### config.mk
export PLATFORM = sky130hd
export DESIGN_NAME = irq_pending_ctrl
export DESIGN_NICKNAME = d
export VERILOG_FILES = /design/src/rtl/irq_pend_pkg.sv /design/src/rtl/irq_prio_enc.sv /design/src/rtl/irq_pending_ctrl.sv
export SDC_FILE = /design/constraint.sdc
export NUM_CORES = 1
export LEC_CHECK = 0
export CAP_MARGIN = 10
export CORE_MARGIN = 2
export CORE_UTILIZATION = 42
export DETAILED_ROUTE_END_ITERATION = 7
export DONT_BUFFER_PORTS = 1
export GPL_TIMING_DRIVEN = 1
export PLACE_DENSITY = 0.57
export REMOVE_ABC_BUFFERS = 1
export SYNTH_ARGS = -nofsm -noshare
export SYNTH_HDL_FRONTEND = slang
export SYNTH_HIERARCHICAL = 1
export SYNTH_SLANG_ARGS = --single-unit
export TNS_END_PERCENT = 30
### constraint.sdc
create_clock -name clk -period 1.93 [get_ports clk]
set_clock_uncertainty 0.05 [all_clocks]
set_input_delay 0.193 -clock clk [delete_from_list [all_inputs] [get_ports clk]]
set_output_delay 0.193 -clock clk [all_outputs]
set_load 0.1 [all_outputs]
### src/rtl/irq_pend_pkg.sv
// -----------------------------------------------------------------------------
// irq_pend_pkg
// Shared definitions for the interrupt request-capture stage:
//   - IRQ_N / IRQ_IDX_W : default request-line count and index width
//   - irq_state_e       : grant FSM state encoding
// -----------------------------------------------------------------------------
package irq_pend_pkg;

    localparam int IRQ_N     = 4;
    localparam int IRQ_IDX_W = $clog2(IRQ_N);

    typedef enum logic {
        IDLE  = 1'b0,
        GRANT = 1'b1
    } irq_state_e;

endpackage : irq_pend_pkg

### src/rtl/irq_prio_enc.sv
// -----------------------------------------------------------------------------
// irq_prio_enc
// Combinational highest-set-bit encoder; bit N-1 has the highest priority.
// Ports:
//   in_i  [N]      candidate lines
//   idx_o [IDX_W]  index of the highest set bit (0 when none set)
//   any_o          at least one bit of in_i is set
// -----------------------------------------------------------------------------
module irq_prio_enc
    import irq_pend_pkg::*;
#(
    parameter int N     = IRQ_N,
    parameter int IDX_W = $clog2(N)
) (
    input  logic [N-1:0]     in_i,
    output logic [IDX_W-1:0] idx_o,
    output logic             any_o
);

    // Ascending scan: the last set bit visited (the highest) wins.
    always_comb begin
        idx_o = '0;
        for (int i = 0; i < N; i++) begin
            if (in_i[i]) begin
                idx_o = IDX_W'(i);
            end
        end
    end

    assign any_o = |in_i;

endmodule : irq_prio_enc

### src/rtl/irq_pending_ctrl.sv
// -----------------------------------------------------------------------------
// irq_pending_ctrl
// Request-capture stage: rising-edge detect on level request lines, sticky
// pending register, registered highest-priority grant with valid/ack
// handshake, and sticky per-line overflow flags for requests re-raised while
// still pending.
//
// Optional feature: define IRQ_PEND_MASK_EN to add the mask port. Masked lines
// still latch pend/ovf but are never granted and do not count in any_pend.
//
// Ports:
//   clk       clock, all state on the rising edge
//   rst       synchronous active-high reset
//   req_in    [N] level request lines (synchronous to clk)
//   mask      [N] 1 = line not eligible (IRQ_PEND_MASK_EN only)
//   ack       consumer accepts the current grant (ignored while valid=0)
//   ovf_clr   clears all overflow flags
//   valid     grant presented on idx
//   idx       [IDX_W] granted line index, frozen while valid=1
//   any_pend  registered OR of eligible pending bits
//   pend      [N] pending register
//   ovf       [N] sticky overflow flags
// -----------------------------------------------------------------------------
module irq_pending_ctrl
    import irq_pend_pkg::*;
#(
    parameter int N     = IRQ_N,
    parameter int IDX_W = $clog2(N)
) (
    input  logic             clk,
    input  logic             rst,
    input  logic [N-1:0]     req_in,
`ifdef IRQ_PEND_MASK_EN
    input  logic [N-1:0]     mask,
`endif
    input  logic             ack,
    input  logic             ovf_clr,
    output logic             valid,
    output logic [IDX_W-1:0] idx,
    output logic             any_pend,
    output logic [N-1:0]     pend,
    output logic [N-1:0]     ovf
);

    irq_state_e       state_q, state_d;
    logic [IDX_W-1:0] idx_q, idx_d;
    logic [N-1:0]     req_q;
    logic [N-1:0]     pend_q, pend_d;
    logic [N-1:0]     ovf_q, ovf_d;
    logic             any_pend_q;

    logic [N-1:0]     rise;
    logic [N-1:0]     clr;
    logic [N-1:0]     elig;
    logic [IDX_W-1:0] enc_idx;
    logic             enc_any;

`ifdef IRQ_PEND_MASK_EN
    assign elig = pend_q & ~mask;
`else
    assign elig = pend_q;
`endif

    irq_prio_enc #(
        .N     (N),
        .IDX_W (IDX_W)
    ) u_enc (
        .in_i  (elig),
        .idx_o (enc_idx),
        .any_o (enc_any)
    );

    // Grant FSM. idx is captured only on the IDLE->GRANT transition so it
    // cannot move under a live grant.
    // NOTE: every always_comb output gets a default first so no path leaves
    // it unassigned; otherwise synthesis infers a latch.
    always_comb begin
        state_d = state_q;
        idx_d   = idx_q;
        clr     = '0;
        case (state_q)
            IDLE: begin
                if (enc_any) begin
                    state_d = GRANT;
                    idx_d   = enc_idx;
                end
            end
            GRANT: begin
                if (ack) begin
                    state_d    = IDLE;
                    clr[idx_q] = 1'b1;
                end
            end
            default: state_d = IDLE;
        endcase
    end

    // Pending/overflow next state. A rise on the bit being cleared this cycle
    // re-arms it without counting as an overflow; a fresh overflow survives a
    // coincident ovf_clr.
    always_comb begin
        rise   = req_in & ~req_q;
        pend_d = (pend_q & ~clr) | rise;
        ovf_d  = (ovf_clr ? '0 : ovf_q) | (rise & pend_q & ~clr);
    end

    // NOTE: sequential state uses non-blocking assignments so every register
    // samples the pre-edge values regardless of statement order.
    always_ff @(posedge clk) begin
        // NOTE: req_q deliberately tracks req_in during reset too, so a line
        // already high at reset release is not mistaken for a new edge.
        req_q <= req_in;
        if (rst) begin
            state_q    <= IDLE;
            idx_q      <= '0;
            pend_q     <= '0;
            ovf_q      <= '0;
            any_pend_q <= 1'b0;
        end else begin
            state_q    <= state_d;
            idx_q      <= idx_d;
            pend_q     <= pend_d;
            ovf_q      <= ovf_d;
            any_pend_q <= |elig;
        end
    end

    assign valid    = (state_q == GRANT);
    assign idx      = idx_q;
    assign any_pend = any_pend_q;
    assign pend     = pend_q;
    assign ovf      = ovf_q;

endmodule : irq_pending_ctrl
# Word-level counts from Yosys, hierarchy flattened
# Cells that the tools add are included.
word_totals:
  wordCells: 31
  register_bits: 16
classes:
  bitwise_logic: 9
  reduce_logical: 3
  muxes: 11
  n_lt_le_gt_ge: 2
ops:
  columns: ["cell", "count"]
  rows:
  - ["bitwise AND 4 bit", 4]
  - ["two-way mux 4 bit", 3]
  - ["NOT 4 bit", 2]
  - ["bitwise OR 4 bit", 2]
  - ["two-way mux 1 bit", 4]
  - ["two-way mux 2 bit", 2]
  - ["OR reduction 4 bit", 1]
  - ["< comparator 2 x 3 -> 1 bit (second input constant)", 1]
  - ["demux 1 bit (select 2 bit)", 1]
  - ["greater-or-equal comparator 2 x 1 -> 1 bit (second input constant)", 1]
  - ["case mux 1 bit (2 select lines)", 1]
  - ["AND reduction 2 bit", 1]
  - ["logical AND 1 bit", 1]
  - ["NOT 1 bit", 1]

# Longest topological paths before layout
logic_depth:
  word_depth: 9
  ltp_mapped: 5
  depth_no_buf: 5

# Cells and area by module
# The synthesis kept the hierarchy.
by_module_without_submodules:
  columns: ["mod", "n_inst", "area_per_inst_um2", "cells_per_inst"]
  rows:
  - ["irq_pending_ctrl", 1, 549.3, 52]
  - ["irq_prio_enc", 1, 23.8, 4]

# Least setup slack after synthesis
# Ideal clock, no wire load.
synth_timing:
  path_kind: "reg2reg"
  start: "reg pend_q[3] (netlist: pend[3])"
  end: "reg idx_q[1] (netlist: idx[1])"
  slack_ns: 0.068
  required_ns: 1.761
  path_stages_with_launch: 6
  n_path_buf: 0
  synth_period_minus_slack_ns: 1.862
  arrival_ns: 1.694
  path_cell_list: "dfxtp_1 > or2_1 > or3_1 > and2b_1 > mux2i_1 > nor2_1"
synth_rtl:
  columns: ["element", "line_no", "text"]
  rows:
  - ["start, declared", "irq_pending_ctrl.sv:48", "logic [N-1:0] pend_q, pend_d;"]
  - ["start signal, assigned", "irq_pending_ctrl.sv:122", "pend_q <= pend_d;"]
  - ["two-way mux 2 bit", "irq_prio_enc.sv:24", "if (in_i[i]) begin"]
  - ["named net enc_idx[1]", "irq_pending_ctrl.sv:55", "logic [IDX_W-1:0] enc_idx;"]
  - ["end signal, assigned", "irq_pending_ctrl.sv:121", "idx_q <= idx_d;"]
  - ["end, declared", "irq_pending_ctrl.sv:46", "logic [IDX_W-1:0] idx_q, idx_d;"]
# The timed path passes the listed nets, and every way through them passes these cells.
# A chain may end at the register's enable or synchronous reset.

# Final worst setup path
layout_timing:
  start: "reg pend_q[3] (netlist: pend[3])"
  end: "reg idx_q[0] (netlist: idx[0])"
layout_between:
  elab_chain_len: 2
layout_rtl:
  columns: ["element", "line_no", "text"]
  rows:
  - ["OR reduction 4 bit", "irq_prio_enc.sv:30", "assign any_o = |in_i;"]
  - ["named net enc_any", "irq_pending_ctrl.sv:56", "logic enc_any;"]
  - ["AND reduction 2 bit (no source line)", null, null]
# The timed path passes the listed nets, and every way through them passes these cells.

==> results.ini <==
[global_route]
grt_max_degree=10
grt_pass1_wl_um=1680
grt_util_all_layers_pct=15.8
grt_antenna_before_repair=0
grt_pass1_vias=407
grt-ovfl-total=0

[clock_tree]
ctsResizeCount=0
cts_buffers=3
ctsLongestPathBuffers=2
clkLatencyLatePin_ns=0.28
cts.sink_count=16
cts_tree=built
cts_root_buffer=clkbuf_4
htree_levels=1
clk_pin_slew_ns=0.09

[placed_design]
placed_cells=82
place_area_um2=677
hpwl_um=806
port_buffers=0
globalplace.congestion=0.708

[detailed_routing]
via_per_inst=4.93
met2_length_um=523
highest_layer=met4
wl_met1_um=476
drtPass1Iterations=2
drt_wl_total_um=1070
dr_total_vias=449
drtIter0Drc=3
wl_met3_um=54
remaining_drc_errors=0
ant_nets=0
wl_per_cell_um=11.7

[critical_path]
cp_max_fo=3
startpoint_type=flop
r2r_end=idx[0]$_SDFFE_PP0P_
crit_family=simple AND/OR/NAND/NOR gates
rrSetupSlack_ns=0.51
crit_type=flop to flop
worst_ep_required_time_ns=2.05
crit_path_end_kind=flop
rr_startpoint=pend[3]$_SDFF_PP0_
max_stage_delay_ns=0.31
crit_buf_inv=0
rr_worst_depth=5
slowest_stage=dfxtp_1
arrival_ns=1.54
path_cells=or2_1 > or3_1 > and2b_1 > mux2i_1 > nor2_1

[min_path]
hold-path-cell-count=2
min_from=req_in[0]
hold_end=pend[0]$_SDFF_PP0_
hold_class=input pin to flop

[floorplan]
boundaryPins=20
std_cell_rows=13
die_w_um=40.9
die_y_um=40.9
coreArea_um2=1280
initial_utilization_pct=44.6
die_area_um2=1680

[run_status]
outcome=finished, final reports clean

[cells_and_area]
fin_util_pct=59.4
area_growth_syn_to_layout_pct=33.2
fin_cells=91
nNetsFinal=85
stdcell_area_um2=763
antenna_cells=0
drive_above_1_share_pct=28.9

[power_and_ir_drop]
finalPower_uw=829
ir_drop_v=0.000595
power_density_nw_per_um2=1090
leakage_uw=0.000325

[timing]
drv_slew=0
timing.setup.tns_ns=0
final-setup-viol-count=0
finalCritPeriodShare_pct=73.7
tightest_slew_ns=0.322
fin_crit_ns=1.42
fmax_ghz=0.703
max-slew-margin-rel_pct=78.5
finalHoldViolations=0
rsz0062_at_grt=false

[yosys]
synthMuxAreaShare_pct=3.49
synth_top_family_by_area=compound AO/OA/AOI/OAI gates
synth-seq-cells=16
syn_avg_cell_area_um2=10.2
syn_area_um2=573
synth.distinct_cells=22
yosys.area_share.adder_pct=0
synth_compound_area_share_pct=20.5
ys_seq_area_share_pct=55.9
synth-simple-area-share_pct=16.4
yosysWarnings=6
synthXorXnorAreaFrac_pct=0
synthCells=56

[job]
maxCapViolCount=0

-- how the worst max path moves through the flow --
stage                             from             endpoint  slack (ns)  depth (start not counted)
floorplan           pend[3]$_SDFF_PP0_  idx[1]$_SDFFE_PP0P_        0.07                          5
global route        pend[3]$_SDFF_PP0_  idx[0]$_SDFFE_PP0P_        0.44                          5
CTS                 pend[3]$_SDFF_PP0_  idx[0]$_SDFFE_PP0P_        0.50                          5
finish              pend[3]$_SDFF_PP0_  idx[0]$_SDFFE_PP0P_        0.51                          5
detailed placement  pend[3]$_SDFF_PP0_  idx[0]$_SDFFE_PP0P_        0.53                          5
global placement    pend[3]$_SDFF_PP0_  idx[0]$_SDFFE_PP0P_        0.53                          5
-- flip-flops by register name (all words and copies together), names as in the netlist --
signal,flops
ovf,4
pend,4
req_q,4
idx,2
any_pend,1
valid,1
-- placed cells by master, fill, tap and decap left out, drive strengths merged --
cell type | synthesis | routed
inv | 3 | 3
nor2 | 5 | 5
buf | 1 | 12
nand2b | 4 | 4
mux2i | 2 | 2
dlygate4sd3 | 0 | 5
o211ai | 2 | 2
dfxtp | 16 | 16
or2 | 1 | 1
o21ai | 8 | 8
clkbuf | 0 | 4
or3 | 1 | 1
a21o | 1 | 1
nand3 | 1 | 1
clkinv | 1 | 1
o311ai | 2 | 2
a21oi | 1 | 1
nor4 | 1 | 1
and2b | 1 | 1
nand2 | 5 | 5
-- final cells by class --
| type | instances | area (µm²) |
|---|---|---|
| Inverter | 4 | 16.3 |
| Sequential cell | 16 | 320 |
| Multi-Input combinational cell | 35 | 231 |
| Timing Repair Buffer | 17 | 140 |
| Tap cell | 15 | 18.8 |
| Fill cell | 106 | 522 |
| Clock buffer | 4 | 36.3 |
-- kinds of logic (layout without fill, tap and decap cells) --
logic type      after synthesis  count (layout)
simple gates                 19              19
flops                        16              16
compound gates               14              14
buf+inv                       5              25
mux                           2               2
-- layer usage --
layer | global-route usage [%] | up-vias
met4 | 10.0 | 0
li1 | - | 230
met1 | 18.1 | 207
met5 | 0 | -
met2 | 25.8 | 10
met3 | 3.80 | 2
-- metrics by stage --
stage	hold WS (ns)	setup WS, ns
floorplan	0.171	0.0675
global placement	0.171	0.532
detailed placement	0.171	0.535
CTS	0.0221	0.504
global route	0.0247	0.436
finish	0.0221	0.508
-- where the power goes --
part           switching [µW]  internal [µW]  total, µW  leakage, µW
registers                19.8            354        374     0.000133
clock network             102            115        217    0.0000210
logic                     182           57.1        239     0.000172
total                     303            526        829     0.000325
-- synth_stat cells --
cell | instances | share of area, %
dfxtp_1 | 16 | 56
nand2_1 | 5 | 3.3
nor2_1 | 5 | 3.3
nand2b_1 | 4 | 4.4
o21ai_0 | 4 | 3.5
inv_1 | 2 | 1.3
mux2i_1 | 2 | 3.5
o211ai_1 | 2 | 2.6
o21ai_1 | 2 | 1.7
o21ai_2 | 2 | 3.1
a21o_1 | 1 | 1.3
a21oi_1 | 1 | 0.87
and2b_1 | 1 | 1.3
buf_2 | 1 | 0.87
clkinv_2 | 1 | 0.87
inv_2 | 1 | 0.65
nand3_1 | 1 | 0.87
nor4_1 | 1 | 1.1
o311ai_2 | 1 | 2.8
o311ai_4 | 1 | 4.6
or2_1 | 1 | 1.1
or3_1 | 1 | 1.1
-- what timing repair did --
action	CTS	global route
hold buffers	5	0
endpoints found under the hold margin	12	0
setup buffers	0	0
No activity file was read; power rests on OpenSTA's default activity.
